## src/rtl/ppt_sequencer.sv

```systemverilog
// rtl/ppt_sequencer.sv - burst sequencer gating the programmable pulse train generator
//
// Turns a software run level into a gated generator enable with a start delay
// and an optional finite pulse count.
//
// Ports:
//   clk          divided clock, shared with pulse generator/counter
//   rst_n        asynchronous active-low reset
//   run_req      run level from register map (asynchronous to clk)
//   start_delay  clk cycles to wait after start before enabling generator
//   pulse_target pulses per burst, 0 = continuous
//   pulse_in     pulse generator output (synchronous to clk)
//   gen_run      run enable to pulse generator and pulse counter
//   busy         high while a burst is in progress (delay, run, drain)
//   done         burst completed, held until run_req deasserts
//   pulses_sent  rising edges of pulse_in counted in current burst
module ppt_sequencer #(
    parameter int CNT_W = 16
) (
    input  logic             clk,
    input  logic             rst_n,
    input  logic             run_req,
    input  logic [CNT_W-1:0] start_delay,
    input  logic [CNT_W-1:0] pulse_target,
    input  logic             pulse_in,
    output logic             gen_run,
    output logic             busy,
    output logic             done,
    output logic [CNT_W-1:0] pulses_sent
);

    typedef enum logic [2:0] {
        IDLE  = 3'd0,
        DELAY = 3'd1,
        RUN   = 3'd2,
        DRAIN = 3'd3,
        DONE  = 3'd4
    } state_t;

    localparam logic [CNT_W-1:0] ONE = {{(CNT_W-1){1'b0}}, 1'b1};

    state_t           state, state_n;
    logic             sync1, run_s, run_s_q;
    logic [2:0]       sync_vld;
    logic             pulse_q;
    logic [CNT_W-1:0] dcnt, dcnt_n;
    logic [CNT_W-1:0] tgt, tgt_n;
    logic [CNT_W-1:0] cnt_n;
    logic [CNT_W-1:0] cnt_inc;
    logic             start, pedge;

    // sync_vld tracks how many synchronizer stages hold a real sample since
    // reset. The edge detector is only trusted once run_s_q is real, so a
    // run_req already high across reset is not mistaken for a fresh 0->1.
    always_ff @(posedge clk or negedge rst_n) begin
        if (!rst_n) begin
            sync1    <= 1'b0;
            run_s    <= 1'b0;
            run_s_q  <= 1'b0;
            sync_vld <= 3'b000;
            pulse_q  <= 1'b0;
        end else begin
            sync1    <= run_req;
            run_s    <= sync1;
            run_s_q  <= run_s;
            sync_vld <= {sync_vld[1:0], 1'b1};
            pulse_q  <= pulse_in;
        end
    end

    assign start   = run_s & ~run_s_q & sync_vld[2];
    assign pedge   = pulse_in & ~pulse_q;
    assign cnt_inc = pulses_sent + ONE;

    always_ff @(posedge clk or negedge rst_n) begin
        if (!rst_n) begin
            state       <= IDLE;
            dcnt        <= '0;
            tgt         <= '0;
            pulses_sent <= '0;
            gen_run     <= 1'b0;
            busy        <= 1'b0;
            done        <= 1'b0;
        end else begin
            state       <= state_n;
            dcnt        <= dcnt_n;
            tgt         <= tgt_n;
            pulses_sent <= cnt_n;
            gen_run     <= (state_n == RUN) || (state_n == DRAIN);
            busy        <= (state_n == DELAY) || (state_n == RUN) || (state_n == DRAIN);
            done        <= (state_n == DONE);
        end
    end

    always_comb begin
        state_n = state;
        dcnt_n  = dcnt;
        tgt_n   = tgt;
        cnt_n   = pulses_sent;
        case (state)
            IDLE: begin
                if (start) begin
                    tgt_n   = pulse_target;
                    dcnt_n  = start_delay;
                    cnt_n   = '0;
                    state_n = DELAY;
                end
            end
            DELAY: begin
                if (!run_s) begin
                    state_n = IDLE;
                end else if (dcnt == '0) begin
                    state_n = RUN;
                end else begin
                    dcnt_n = dcnt - ONE;
                end
            end
            RUN: begin
                // Abort wins over counting so an aborted burst never reports
                // a pulse that coincided with the abort.
                if (!run_s) begin
                    state_n = IDLE;
                end else if (pedge) begin
                    if (tgt == '0) begin
                        if (pulses_sent != '1) begin
                            cnt_n = cnt_inc;
                        end
                    end else begin
                        cnt_n = cnt_inc;
                        if (cnt_inc == tgt) begin
                            state_n = DRAIN;
                        end
                    end
                end
            end
            DRAIN: begin
                // Keep the generator enabled until the last pulse has ended.
                if (!run_s) begin
                    state_n = IDLE;
                end else if (!pulse_in) begin
                    state_n = DONE;
                end
            end
            DONE: begin
                if (!run_s) begin
                    state_n = IDLE;
                end
            end
            default: begin
                state_n = IDLE;
            end
        endcase
    end

endmodule

```

## config.mk

```make
export PLATFORM = sky130hd
export DESIGN_NAME = ppt_sequencer
export DESIGN_NICKNAME = d
export VERILOG_FILES = /design/src/rtl/ppt_sequencer.sv
export SDC_FILE = /design/constraint.sdc
export NUM_CORES = 1
export LEC_CHECK = 0
export CAP_MARGIN = 40
export CELL_PAD_IN_SITES_DETAIL_PLACEMENT = 0
export CELL_PAD_IN_SITES_GLOBAL_PLACEMENT = 1
export CORE_UTILIZATION = 45
export CTS_CLUSTER_DIAMETER = 50
export DETAILED_ROUTE_END_ITERATION = 6
export PLACE_DENSITY_LB_ADDON = 0.25
export SYNTH_ARGS = -nofsm -noshare
export SYNTH_HDL_FRONTEND = slang
export SYNTH_SLANG_ARGS = --single-unit
```

## constraint.sdc

```tcl
create_clock -name clk -period 7.1 [get_ports clk]
set_clock_uncertainty 0.2 [all_clocks]
set_input_delay 0.71 -clock clk [delete_from_list [all_inputs] [get_ports clk]]
set_output_delay 0.71 -clock clk [all_outputs]
set_load 0.005 [all_outputs]
```

==> metrics.md <==
| Metric | Value |
|---|---|
| Syn Nets | `407` |
| Crit path max fanout | `18` |
| Starting Density | `0.474` |
| Syn Area/Cell | `9.47 µm²` |
| Clock sink count | `61` |
| Maximum VDD drop | `207 µV` |
| Nets | `453` |
| Most common cell after layout, fill and taps aside | `dfrtp_1` |
| Overflow after GRT | `0` |
| Commonest cells after routing, fill and taps aside | `dfrtp_1, clkdlybuf4s50_1, nor2_1` |
| Number of global-route vias before repair | `2845` |
| Achievable clock frequency | `0.309 GHz` |
| Critical Path, Cell by Cell | `ha_1, nand3_1, or4_4, o31ai_2, a22o_4, or2_1, o31ai_1` |
| Syn Std Cell Area | `0.00349 mm²` |
| CP arrival | `3.24 ns` |
| Vias per inst | `5.88` |
| LEAKAGE | `1.70 nW` |
| Die height | `90.1 µm` |
| Initial antenna violation count | `0` |
| Clock share of power | `0.343` |
| Remaining DRCs | `0` |
| # Post-CTS Setup Buffers | `0` |
| Post-synthesis async set-or-reset flop share | `1.00` |
| GP Congestion | `0.803` |
| Bufs and invs on worst path | `0` |
| Synth unique cells | `64` |
| Core area | `0.00737 mm²` |
| CP top delay family | `simple AND/OR/NAND/NOR gates` |
| Initial DRC count | `186` |
| CP max stage delay | `0.60 ns` |
| Worst Max-Slew Pin Slew | `0.771 ns` |
| Clk_lat worst skew | `0.34 ns` |
| Row cnt | `31` |
| Final non-filler cell total | `519` |
| Synth Register Bits | `61` |
| CP required | `7.10 ns` |
| Storage element area | `0.00153 mm²` |
| Hold Violations, Final | `0` |
| Antenna diode count | `0` |
| Total wire length | `8710 µm` |
| CTS tree | `done` |
| Area of the multi-input gates | `0.00180 mm²` |
| Register area share after synthesis | `0.437` |
| Utilization after layout | `0.583` |
| Sw Share | `0.295` |
| Post-Synthesis Cells | `369` |
| Slew Limit Fails | `0` |
| Maximum capacitance violations | `0` |
| Crit end category | `register` |
| IO Port Bufs | `54` |
| RSZ-0062 raised after global routing | `false` |
| First-pass GRT wire length | `14700 µm` |
| Pin count of the biggest net entering global routing | `62` |
| H-tree depth | `3` |
| FILL cells | `639` |
| DR WL/cell | `16.8 µm` |
| Num CTS Buffers | `9` |
| Number of setup violations in the final report | `0` |
| Final worst path period need | `3.24 ns` |
| EDFF count, synth | `0` |
| Syn. warnings | `0` |
| Setup TNS | `0 ns` |
| Post-DP HPWL | `6030 µm` |
| CTS root buf | `clkbuf_8` |
| Placed Cells | `503` |
| Min-delay worst type | `register to register` |
| Flop pwr share | `0.460` |
| Switching power | `0.298 mW` |
| Primary FF master, synth | `dfrtp_1` |
| Total GRT Usage | `0.227` |
| Pwr dens | `236 mW/mm²` |
| Routed via count | `3051` |
| Final ANT Viol Nets | `0` |
| Layout Area Growth over Synthesis | `23.0%` |
| Startpoint Class | `register` |
| Final worst-path cycle share | `0.456` |
| CP Class | `register to register` |
| Slew HR | `0.486` |
| Critical path's slowest cell | `or4_4` |
| CTS clk-pin slew, worst paths | `0.07 ns` |
| Combinational share of power | `0.197` |
| Layout cells sized above 1 | `0.119` |
| # hold bufs at CTS | `0` |
| Status | `complete, no violations` |
| Max clock buf depth | `2` |
| Full die area | `0.00812 mm²` |
| Ports | `55` |
| Die X | `90.1 µm` |
| Total power | `1.01 mW` |
| # resized after CTS | `0` |
| Detailed Routing Iterations Pass 1 | `4` |
| Pint | `0.714 mW` |
## power by group through the flow
stage          Sequential, mW  Combinational, mW  Clock (mW)
3_3_place_gp            0.469              0.191           0
5_1_grt                 0.475              0.221       0.371
3_5_place_dp            0.471              0.197           0
4_1_cts                 0.465              0.200       0.357
6_report                0.466              0.199       0.348
2_1_floorplan           0.449              0.143           0
## area by class of cell
| cell class | instances | share of cell area |
|---|---|---|
| Tap cell | 99 | 0.0288 |
| Multi-Input combinational cell | 274 | 0.419 |
| Sequential cell | 61 | 0.355 |
| Timing Repair Buffer | 58 | 0.135 |
| Clock buffer | 10 | 0.0320 |
| Clock inverter | 6 | 0.0201 |
| Inverter | 11 | 0.00961 |
## synth_stat cells (2+ instances only)
| master | count | area share |
|---|---|---|
| a2bb2oi_1 | 5 | 0.013 |
| nand2b_1 | 3 | 0.0054 |
| nand2_1 | 17 | 0.018 |
| o21ai_2 | 2 | 0.0050 |
| o22ai_1 | 4 | 0.0072 |
| a21oi_1 | 15 | 0.021 |
| nor2_1 | 37 | 0.040 |
| nand4_2 | 2 | 0.0072 |
| dfrtp_1 | 61 | 0.44 |
| nor3_1 | 9 | 0.013 |
| and4_1 | 2 | 0.0050 |
| o211ai_1 | 2 | 0.0043 |
| o21ai_0 | 9 | 0.013 |
| nor2b_1 | 4 | 0.0072 |
| xnor2_1 | 15 | 0.038 |
| nand3b_1 | 2 | 0.0043 |
| nor4_1 | 11 | 0.020 |
| mux2_2 | 17 | 0.055 |
| a211oi_1 | 3 | 0.0064 |
| nor3b_2 | 2 | 0.0072 |
| o31ai_1 | 19 | 0.041 |
| buf_4 | 2 | 0.0043 |
| xor2_1 | 5 | 0.013 |
| nand4b_1 | 2 | 0.0050 |
| buf_2 | 10 | 0.014 |
| a31oi_1 | 2 | 0.0036 |
| ha_1 | 2 | 0.0072 |
| o21ai_1 | 25 | 0.036 |
| nand3_1 | 14 | 0.020 |
| inv_1 | 10 | 0.011 |
| and3_1 | 6 | 0.011 |
| or2_1 | 2 | 0.0036 |
| clkbuf_1 | 9 | 0.0097 |
| and2_1 | 5 | 0.0090 |
| nand4_1 | 5 | 0.0090 |
## stage by stage
step	setup WS (ns)	hold WS, ns	cell area, µm²
after global routing	3.65	0.167	4300
after floorplan	4.51	0.131	3490
after CTS	3.86	0.157	4300
after global placement	3.95	0.134	4040
final	3.86	0.155	4300
after detailed placement	3.87	0.141	4070
## final timing paths
kind | startpoint | endpoint | slack, ns | cells after the start
max | pulses_sent[0]$_DFFE_PN0P_ | pulses_sent[11]$_DFFE_PN0P_ | 3.86 | 7
min | sync1$_DFF_PN0_ | run_s$_DFF_PN0_ | 0.16 | 0
max reg2reg | pulses_sent[0]$_DFFE_PN0P_ | pulses_sent[11]$_DFFE_PN0P_ | 3.86 | 7
min reg2reg | sync1$_DFF_PN0_ | run_s$_DFF_PN0_ | 0.16 | 0
max in group asynchronous | rst_n | pulses_sent[6]$_DFFE_PN0P_ | 5.87 | 2
min in group asynchronous | rst_n | pulses_sent[2]$_DFFE_PN0P_ | 0.32 | 2
## state kept, by name (all words and copies together) (netlist names)
| signal | count |
|---|---|
| gen_run | 1 |
| pulses_sent | 16 |
| pulse_q | 1 |
| run_s_q | 1 |
| state | 3 |
| run_s | 1 |
| dcnt | 16 |
| sync1 | 1 |
| done | 1 |
| tgt | 16 |
| busy | 1 |
| sync_vld | 3 |
## logic make-up after synthesis
logic type / Yosys count / share of synthesized area
adders and majority gates: 2 / 0.00716
and+or+nand+nor: 129 / 0.199
buffers and inverters: 34 / 0.0476
AOI/OAI and AO/OA: 104 / 0.201
DFF: 61 / 0.437
xor gates and xnor gates: 20 / 0.0501
muxes: 18 / 0.0577
other: 1 / 0.00107
## routing by layer
layer	share of wire	up-vias	track usage
met1	0.49	1505	0.337
met2	0.44	86	0.328
met4	0.012	0	0.0726
li1	-	1452	-
met5	0	-	0
met3	0.053	8	0.0525
Note: power is estimated with default switching activity, not from simulation.
